File: config.mk
export PLATFORM = sky130hd
export DESIGN_NAME = axi4lite_reg_slave
export DESIGN_NICKNAME = d
export VERILOG_FILES = /design/src/rtl/axi4lite_reg_slave.sv
export SDC_FILE = /design/constraint.sdc
export NUM_CORES = 2
export LEC_CHECK = 0
export BUFFER_PORTS_ARGS = -buffer_cell sky130_fd_sc_hd__buf_2
export CORE_AREA = 10 10 447 449
export DETAILED_ROUTE_END_ITERATION = 7
export DIE_AREA = 0 0 457 459
export PLACE_DENSITY_LB_ADDON = 0.3
export SETUP_SLACK_MARGIN = 0.02
export SLEW_MARGIN = 10
export SYNTH_ARGS = -nofsm -noshare
export SYNTH_HDL_FRONTEND = slang
export SYNTH_SLANG_ARGS = --single-unit
File: constraint.sdc
create_clock -name clk -period 32.1 [get_ports clk]
set_input_delay 6.42 -clock clk [delete_from_list [all_inputs] [get_ports clk]]
set_output_delay 6.42 -clock clk [all_outputs]
set_load 0.01 [all_outputs]
File: src/rtl/axi4lite_reg_slave.sv
// AXI4-Lite responder over a bank of 32-bit registers; B/R are returned 1 cycle after the last address/data handshake.
// Backpressure: one outstanding write and one outstanding read; AW/W/AR stay closed while the matching response waits.
module axi4lite_reg_slave #(
  parameter int                 P_ADDR_W  = 12,
  parameter int                 P_NREGS   = 16,
  parameter logic [P_NREGS-1:0] P_RO_MASK = '0,
  parameter logic [31:0]        P_RST_VAL = 32'h0
) (
  input  logic                    clk,
  input  logic                    reset,
  input  logic [P_ADDR_W-1:0]     s_awaddr,
  input  logic                    s_awvalid,
  output logic                    s_awready,
  input  logic [31:0]             s_wdata,
  input  logic [3:0]              s_wstrb,
  input  logic                    s_wvalid,
  output logic                    s_wready,
  output logic [1:0]              s_bresp,
  output logic                    s_bvalid,
  input  logic                    s_bready,
  input  logic [P_ADDR_W-1:0]     s_araddr,
  input  logic                    s_arvalid,
  output logic                    s_arready,
  output logic [31:0]             s_rdata,
  output logic [1:0]              s_rresp,
  output logic                    s_rvalid,
  input  logic                    s_rready,
  output logic [32*P_NREGS-1:0]   o_regs,
  input  logic [32*P_NREGS-1:0]   i_ro_data,
  output logic [P_NREGS-1:0]      o_wr_pulse,
  output logic [P_NREGS-1:0]      o_rd_pulse
);

  localparam int LP_IW = P_ADDR_W - 2;
  localparam logic [1:0] LP_OKAY   = 2'b00;
  localparam logic [1:0] LP_SLVERR = 2'b10;

  logic             r_aw_held, r_w_held;
  logic [LP_IW-1:0] r_aw_idx;
  logic [31:0]      r_w_data;
  logic [3:0]       r_w_strb;
  logic             r_awready, r_wready, r_bvalid, r_arready, r_rvalid;
  logic [1:0]       r_bresp, r_rresp;
  logic [31:0]      r_rdata;
  logic [31:0]      r_regs [P_NREGS];
  logic [P_NREGS-1:0] r_wr_pulse, r_rd_pulse;

  logic             w_aw_hs, w_w_hs, w_ar_hs, w_commit;
  logic             w_aw_held_nx, w_w_held_nx, w_bvalid_nx, w_rvalid_nx;
  logic [LP_IW-1:0] w_wr_idx, w_rd_idx;
  logic [31:0]      w_wr_data, w_rd_data;
  logic [3:0]       w_wr_strb;
  logic             w_wr_ok, w_rd_ok;
  logic [P_NREGS-1:0] w_wr_sel, w_rd_sel;
  logic             w_unused_addr_lsbs;

  assign w_unused_addr_lsbs = ^{s_awaddr[1:0], s_araddr[1:0]};

  assign w_aw_hs   = s_awvalid & r_awready;
  assign w_w_hs    = s_wvalid & r_wready;
  assign w_ar_hs   = s_arvalid & r_arready;
  assign w_wr_idx  = w_aw_hs ? s_awaddr[P_ADDR_W-1:2] : r_aw_idx;
  assign w_wr_data = w_w_hs ? s_wdata : r_w_data;
  assign w_wr_strb = w_w_hs ? s_wstrb : r_w_strb;
  assign w_rd_idx  = s_araddr[P_ADDR_W-1:2];
  assign w_wr_ok   = 32'(w_wr_idx) < P_NREGS;
  assign w_rd_ok   = 32'(w_rd_idx) < P_NREGS;

  // Commit as soon as both halves are either already held or handshaking this edge.
  assign w_commit     = (r_aw_held | w_aw_hs) & (r_w_held | w_w_hs);
  assign w_aw_held_nx = (r_aw_held | w_aw_hs) & ~w_commit;
  assign w_w_held_nx  = (r_w_held | w_w_hs) & ~w_commit;
  assign w_bvalid_nx  = w_commit | (r_bvalid & ~s_bready);
  assign w_rvalid_nx  = w_ar_hs | (r_rvalid & ~s_rready);

  always_comb begin
    w_rd_data = '0;
    w_rd_sel  = '0;
    w_wr_sel  = '0;
    for (int i = 0; i < P_NREGS; i++) begin
      if (w_rd_idx == LP_IW'(i)) begin
        w_rd_data   = P_RO_MASK[i] ? i_ro_data[32*i +: 32] : r_regs[i];
        w_rd_sel[i] = 1'b1;
      end
      if (w_wr_idx == LP_IW'(i) && !P_RO_MASK[i])
        w_wr_sel[i] = w_commit;
    end
  end

  always_ff @(posedge clk or posedge reset) begin
    if (reset) begin
      r_aw_held  <= 1'b0;
      r_w_held   <= 1'b0;
      r_aw_idx   <= '0;
      r_w_data   <= '0;
      r_w_strb   <= '0;
      r_awready  <= 1'b0;
      r_wready   <= 1'b0;
      r_bvalid   <= 1'b0;
      r_bresp    <= LP_OKAY;
      r_arready  <= 1'b0;
      r_rvalid   <= 1'b0;
      r_rresp    <= LP_OKAY;
      r_rdata    <= '0;
      r_wr_pulse <= '0;
      r_rd_pulse <= '0;
    end else begin
      r_aw_held  <= w_aw_held_nx;
      r_w_held   <= w_w_held_nx;
      if (w_aw_hs) r_aw_idx <= s_awaddr[P_ADDR_W-1:2];
      if (w_w_hs) begin
        r_w_data <= s_wdata;
        r_w_strb <= s_wstrb;
      end
      r_awready  <= ~w_aw_held_nx & ~w_bvalid_nx;
      r_wready   <= ~w_w_held_nx & ~w_bvalid_nx;
      r_bvalid   <= w_bvalid_nx;
      if (w_commit) r_bresp <= w_wr_ok ? LP_OKAY : LP_SLVERR;
      // arready re-opens only after rvalid has dropped, capping reads at one per two cycles.
      r_arready  <= ~w_rvalid_nx;
      r_rvalid   <= w_rvalid_nx;
      if (w_ar_hs) begin
        r_rresp <= w_rd_ok ? LP_OKAY : LP_SLVERR;
        r_rdata <= w_rd_ok ? w_rd_data : 32'h0;
      end
      r_wr_pulse <= w_wr_sel;
      r_rd_pulse <= w_ar_hs ? w_rd_sel : '0;
    end
  end

  always_ff @(posedge clk or posedge reset) begin
    if (reset) begin
      for (int i = 0; i < P_NREGS; i++) r_regs[i] <= P_RST_VAL;
    end else begin
      for (int i = 0; i < P_NREGS; i++)
        if (w_wr_sel[i])
          for (int b = 0; b < 4; b++)
            if (w_wr_strb[b]) r_regs[i][8*b +: 8] <= w_wr_data[8*b +: 8];
    end
  end

  always_comb begin
    o_regs = '0;
    for (int i = 0; i < P_NREGS; i++) o_regs[32*i +: 32] = r_regs[i];
  end

  assign s_awready  = r_awready;
  assign s_wready   = r_wready;
  assign s_bvalid   = r_bvalid;
  assign s_bresp    = r_bresp;
  assign s_arready  = r_arready;
  assign s_rvalid   = r_rvalid;
  assign s_rresp    = r_rresp;
  assign s_rdata    = r_rdata;
  assign o_wr_pulse = r_wr_pulse;
  assign o_rd_pulse = r_rd_pulse;

endmodule

**Word level (Yosys, flattened, before mapping)**

Index checks and enable logic that the tools add are counted.

- Register bits after elaboration: 633
- Input bits: 579
- Output and inout bits: 585
- Logic and storage cells: 253

- Magnitude comparators: 2
- Equal/unequal tests: 30
- Muxes and demuxes: 55
- Bitwise logic cells: 21
- Reduce and logical (&&, ||, !) cells: 66

Operators by type and width:

| cell | count |
|---|---|
| 2-to-1 mux 32 bit | 18 |
| == test 10 x 4 -> 1 bit (second input constant) | 16 |
| AND reduction 2 bit | 64 |
| == test 10 x 3 -> 1 bit (second input constant) | 8 |
| == test 10 x 2 -> 1 bit (second input constant) | 4 |
| 2-to-1 mux 1 bit | 32 |
| == test 10 x 1 -> 1 bit (second input constant) | 2 |
| zero test 10 bit | 2 |
| less-than comparator 10 x 5 -> 1 bit (second input constant) | 2 |
| 2-to-1 mux 16 bit | 1 |
| AND 1 bit | 10 |
| 2-to-1 mux 10 bit | 1 |
| inverter 1 bit | 7 |
| 2-to-1 mux 2 bit | 2 |
| 2-to-1 mux 4 bit | 1 |
| OR 1 bit | 4 |

**Longest topological paths before layout**

- Depth in word-level cells: 18
- Gate-level depth with buffers: 11
- Gate-level depth less buffers: 7

**Least setup slack after synthesis**

OpenSTA, ideal clock, no wires.

- Path type: input port to flip-flop
- Start point: in s_wvalid
- End point: reg r_regs (netlist bit o_regs[192])
- Setup time: 0.135 ns
- Arrival: 8.310 ns
- Data required time: 31.965 ns
- Path slack: 23.655 ns
- Stages: 8
- Path buffers: 5
- Cells stage by stage: and2_1 > buf_4 > buf_2 > buf_2 > buf_2 > mux2i_1 > clkbuf_1 > o21ai_0

- Word-level cells in the longest chain between the ends: 5
- Elaborated cells on any way between the ends: 7
- Those cells by class: mux (3); bitwise (3); reduce/logical (1)

RTL lines:

| item | line | text |
|---|---|---|
| from (decl) | 16 | `input logic s_wvalid,` |
| AND 1 bit (*) | 60 | `assign w_w_hs = s_wvalid & r_wready;` |
| OR 1 bit | 70 | `assign w_commit = (r_aw_held \| w_aw_hs) & (r_w_held \| w_w_hs);` |
| AND 1 bit | 70 |  |
| 2-to-1 mux 1 bit | 85 | `if (w_wr_idx == LP_IW'(i) && !P_RO_MASK[i])` |
| AND reduction 2 bit (no source line) | n/a |  |
| to (signal, indexed assignment) | 138 | `if (w_wr_strb[b]) r_regs[i][8*b +: 8] <= w_wr_data[8*b +: 8];` |
| to (decl) | 45 | `logic [31:0] r_regs [P_NREGS];` |

Mark *: on every way between the ends. The rest lies on a longest branch, timed or not.
A chain may end at the register's enable or synchronous reset.

**Worst setup path after layout**

- Start point: in s_araddr[2]
- End point: reg r_rdata[29], in the netlist s_rdata[29]

- Word-level cells in the longest chain between the ends: 18
- Elaborated cells on any way between the ends: 34
- Those cells by class: order compare (1); eq/ne (15); mux (17); reduce/logical (1)

RTL lines:

| item | line | text |
|---|---|---|
| from (decl) | 21 | `input logic [P_ADDR_W-1:0] s_araddr,` |
| zero test 10 bit | 81 | `if (w_rd_idx == LP_IW'(i)) begin` |
| 2-to-1 mux 32 bit (16 in a row) | 81 |  |
| 2-to-1 mux 32 bit (*) | 124 | `r_rdata <= w_rd_ok ? w_rd_data : 32'h0;` |
| to (signal assigned) | 124 |  |
| to (decl) | 44 | `logic [31:0] r_rdata;` |

Marked as above.

==> flow_metrics.py <==
metrics = {
    "outcome": {
        "status": "finished, final reports clean",
    },
    "place": {
        "gp_congestion": 0.832,
        "io_buffers": 645,
        "placed_cells": 5878,
        "hpwl_mm": 156,
    },
    "global_route": {
        "grt_pass1_vias": 25600,
        "grt_pass1_wl_mm": 264,
        "grt_max_degree": 190,
        "grt_overflow": 0,
        "grtUsageTotal_pct": 18.6,
        "antenna_found_initial": 48,
    },
    "clocking": {
        "cts.sinks": 631,
        "cts_setup_buffers": 0,
        "worstSkewPairLatency_ps": 720,
        "cts_root_buffer": "clkbuf_16",
        "clockBufferDepth": 3,
        "cts_tree": "built",
        "cts_max_level": 3,
        "numCtsBuffers": 79,
        "holdBufCountCts": 0,
        "cts-resized-gates": 0,
        "clk_pin_slew_worst_paths_ps": 60,
    },
    "timing": {
        "fmax_mhz": 97.4,
        "finalSetupViolCount": 0,
        "clock-skew-final_ps": 48.7,
        "setup_tns_ps": 0,
        "rsz0062_at_grt": "false",
        "worst_pin_slew_ps": 1270,
        "maxSlewViolCount": 0,
        "fin_crit_sh_pct": 32.0,
        "relSlewSlack_pct": 14.8,
        "period_needed_ps": 10270,
        "hold_violations": 0,
    },
    "die": {
        "start_util_pct": 14.5,
        "dieArea_um2": 210000,
        "die_width_um": 457,
        "core_area_um2": 191000,
        "chipHeight_um": 459,
        "rows": 161,
        "ioPinCount": 1164,
    },
    "critical_path": {
        "r2r-end": "o_regs[273]",
        "cp_cell_sequence": "buf_8 -> buf_4 -> buf_4 -> clkinv_1 -> buf_4 -> a22o_1 -> a21oi_1 -> o221ai_1 -> a211oi_1 -> o21ai_0",
        "r2r_slack_ps": 27710,
        "cpMostUsedCell": "buf_4",
        "cp_slowest_cell": "a211oi_1",
        "end_kind": "flip-flop",
        "crit_arrival_ps": 10800,
        "worstPathRequired_ps": 32630,
        "cp_max_fo": 51,
        "cp_slowest_stage_delay_ps": 1010,
        "r2r_start": "s_awready",
        "critical_path_class": "input port to flip-flop",
        "r2r_cells": 6,
        "critPathLaunchType": "input port",
    },
    "logic_synthesis": {
        "yosysTopAreaCellShare_pct": 56.8,
        "yosys-top-cells-count": "631 x dfrtp_1, 511 x nand2_1, 474 x o21ai_0",
        "yosysTopAreaCell": "dfrtp_1",
        "yosys_register_bits": 631,
        "synth_cell_type_count": 74,
        "synth_warnings": 0,
        "syn_area_um2": 27800,
        "synth_edf_count": 0,
        "ys_seq_area_share_pct": 56.8,
        "synth_most_common_cell": "dfrtp_1",
        "async_flop_share_pct": 100,
        "synthFlopType": "dfrtp_1",
        "avgSynthCellArea_um2": 9.93,
        "netlist_top_cells_area": "dfrtp_1 57%, o21ai_0 8.5%, nand2_1 6.9%, mux2i_1 4.5%, mux2_2 3.3%",
        "synthCells": 2799,
    },
    "detailed_routing": {
        "viasPerCell": 4.29,
        "drt_wl_total_mm": 203,
        "drtIter0Drc": 2313,
        "drc": 0,
        "wire_per_inst_um": 33.7,
        "drt_first_pass_iters": 5,
        "vias": 25900,
        "ant_nets": 0,
    },
    "pwr": {
        "irDropWorstVdd_v": 0.0000454,
        "p_leak_uw": 0.0177,
        "powerDensity_nw_per_um2": 70.4,
    },
    "worst_hold_path": {
        "hp-class": "flip-flop to flip-flop",
        "holdPathEnd": "s_wready",
        "holdPathStages": 1,
        "hold_start": "r_w_held",
    },
    "run": {
        "drv_cap": 0,
    },
    "cells_and_area": {
        "layout-drive-gt1-share_pct": 29.9,
        "n_fill_cell": 21300,
        "fin_cells": 6040,
        "syn2layout_area_growth_pct": 33.8,
        "nets": 4012,
    },
}
-- critical path: cells and delay by family --
kind / cells / cell delay, ps
compound gates: 5 / 1920
buf+inv: 5 / 2380
-- layout by cell type, fill, tap and decap left out, types with 24 or more instances in the layout --
master / Yosys / final
nand2_1: 511 / 510
o21ai_0: 474 / 472
mux2i_1: 124 / 98
buf_4: 5 / 105
buf_2: 37 / 642
inv_1: 45 / 42
nand3_1: 44 / 44
nor3_1: 35 / 31
a21oi_1: 134 / 133
clkbuf_16: 0 / 80
nor2_1: 165 / 154
dfrtp_1: 631 / 631
mux2i_2: 0 / 24
o22ai_1: 36 / 36
mux2_2: 82 / 82
-- layout make-up --
class / count / area (µm²) / share of cell area, %
sequential: 631 / 15800 / 42.5
multi-input combinational: 1924 / 11200 / 30.2
timing repair buffer: 749 / 4040 / 10.9
tap: 2526 / 3160 / 8.50
clock buffer: 114 / 2300 / 6.18
clock inverter: 25 / 415 / 1.12
inverter: 48 / 188 / 0.505
antenna: 23 / 57.6 / 0.155
-- worst max path at each step --
stage | cells after the start | slack [ps] | startpoint | to
finish | 10 | 21830 | s_araddr[2] | s_rdata[29]
global placement | 10 | 21190 | s_araddr[2] | s_rdata[29]
CTS | 10 | 21920 | s_araddr[2] | s_rdata[29]
detailed placement | 10 | 21150 | s_araddr[2] | s_rdata[29]
global route | 10 | 21710 | s_araddr[2] | s_rdata[29]
floorplan | 1 | 8010 | reset | o_rd_pulse[0]
-- registers in the layout, indices dropped and copies added, names as in the netlist, 4 cells and up --
| name | cells |
|---|---|
| o_rd_pulse | 16 |
| o_regs | 512 |
| o_wr_pulse | 16 |
| r_aw_idx | 10 |
| r_w_data | 32 |
| r_w_strb | 4 |
| s_rdata | 32 |
-- routing by layer --
layer | part of all wire, % | GRT usage, %
met2 | 42 | 27.8
met3 | 9.1 | 6.23
met5 | 0.016 | 0
met4 | 3.3 | 5.19
met1 | 46 | 25.5
-- per-stage QoR --
step                hold WS [ps]  util [%]  power [µW]  setup slack (ps)  cell area (µm²)
global placement             458      18.0        1680             21190            34400
floorplan                    438         -        1230              8010            27800
global route                 501      19.4        2730             21710            37100
finish                       477      19.5        2620             21830            37200
detailed placement           462      18.0        1680             21150            34400
CTS                          475      19.4        2650             21920            37100
-- cell families after synthesis --
| family | count (synthesis) | synth area share [%] |
|---|---|---|
| other | 1 | 0.0135 |
| AOI/OAI and AO/OA | 838 | 17.4 |
| muxes | 223 | 9.00 |
| DFF | 631 | 56.8 |
| and+or+nand+nor | 861 | 13.2 |
| buffers and inverters | 245 | 3.57 |
-- power breakdown --
group / leakage (µW) / total (µW) / switching, µW / internal, µW
registers: 0.00867 / 976 / 86.8 / 889
clock network: 0.00133 / 960 / 401 / 559
logic: 0.00768 / 684 / 515 / 169
No activity file was read; power rests on OpenSTA's default activity.
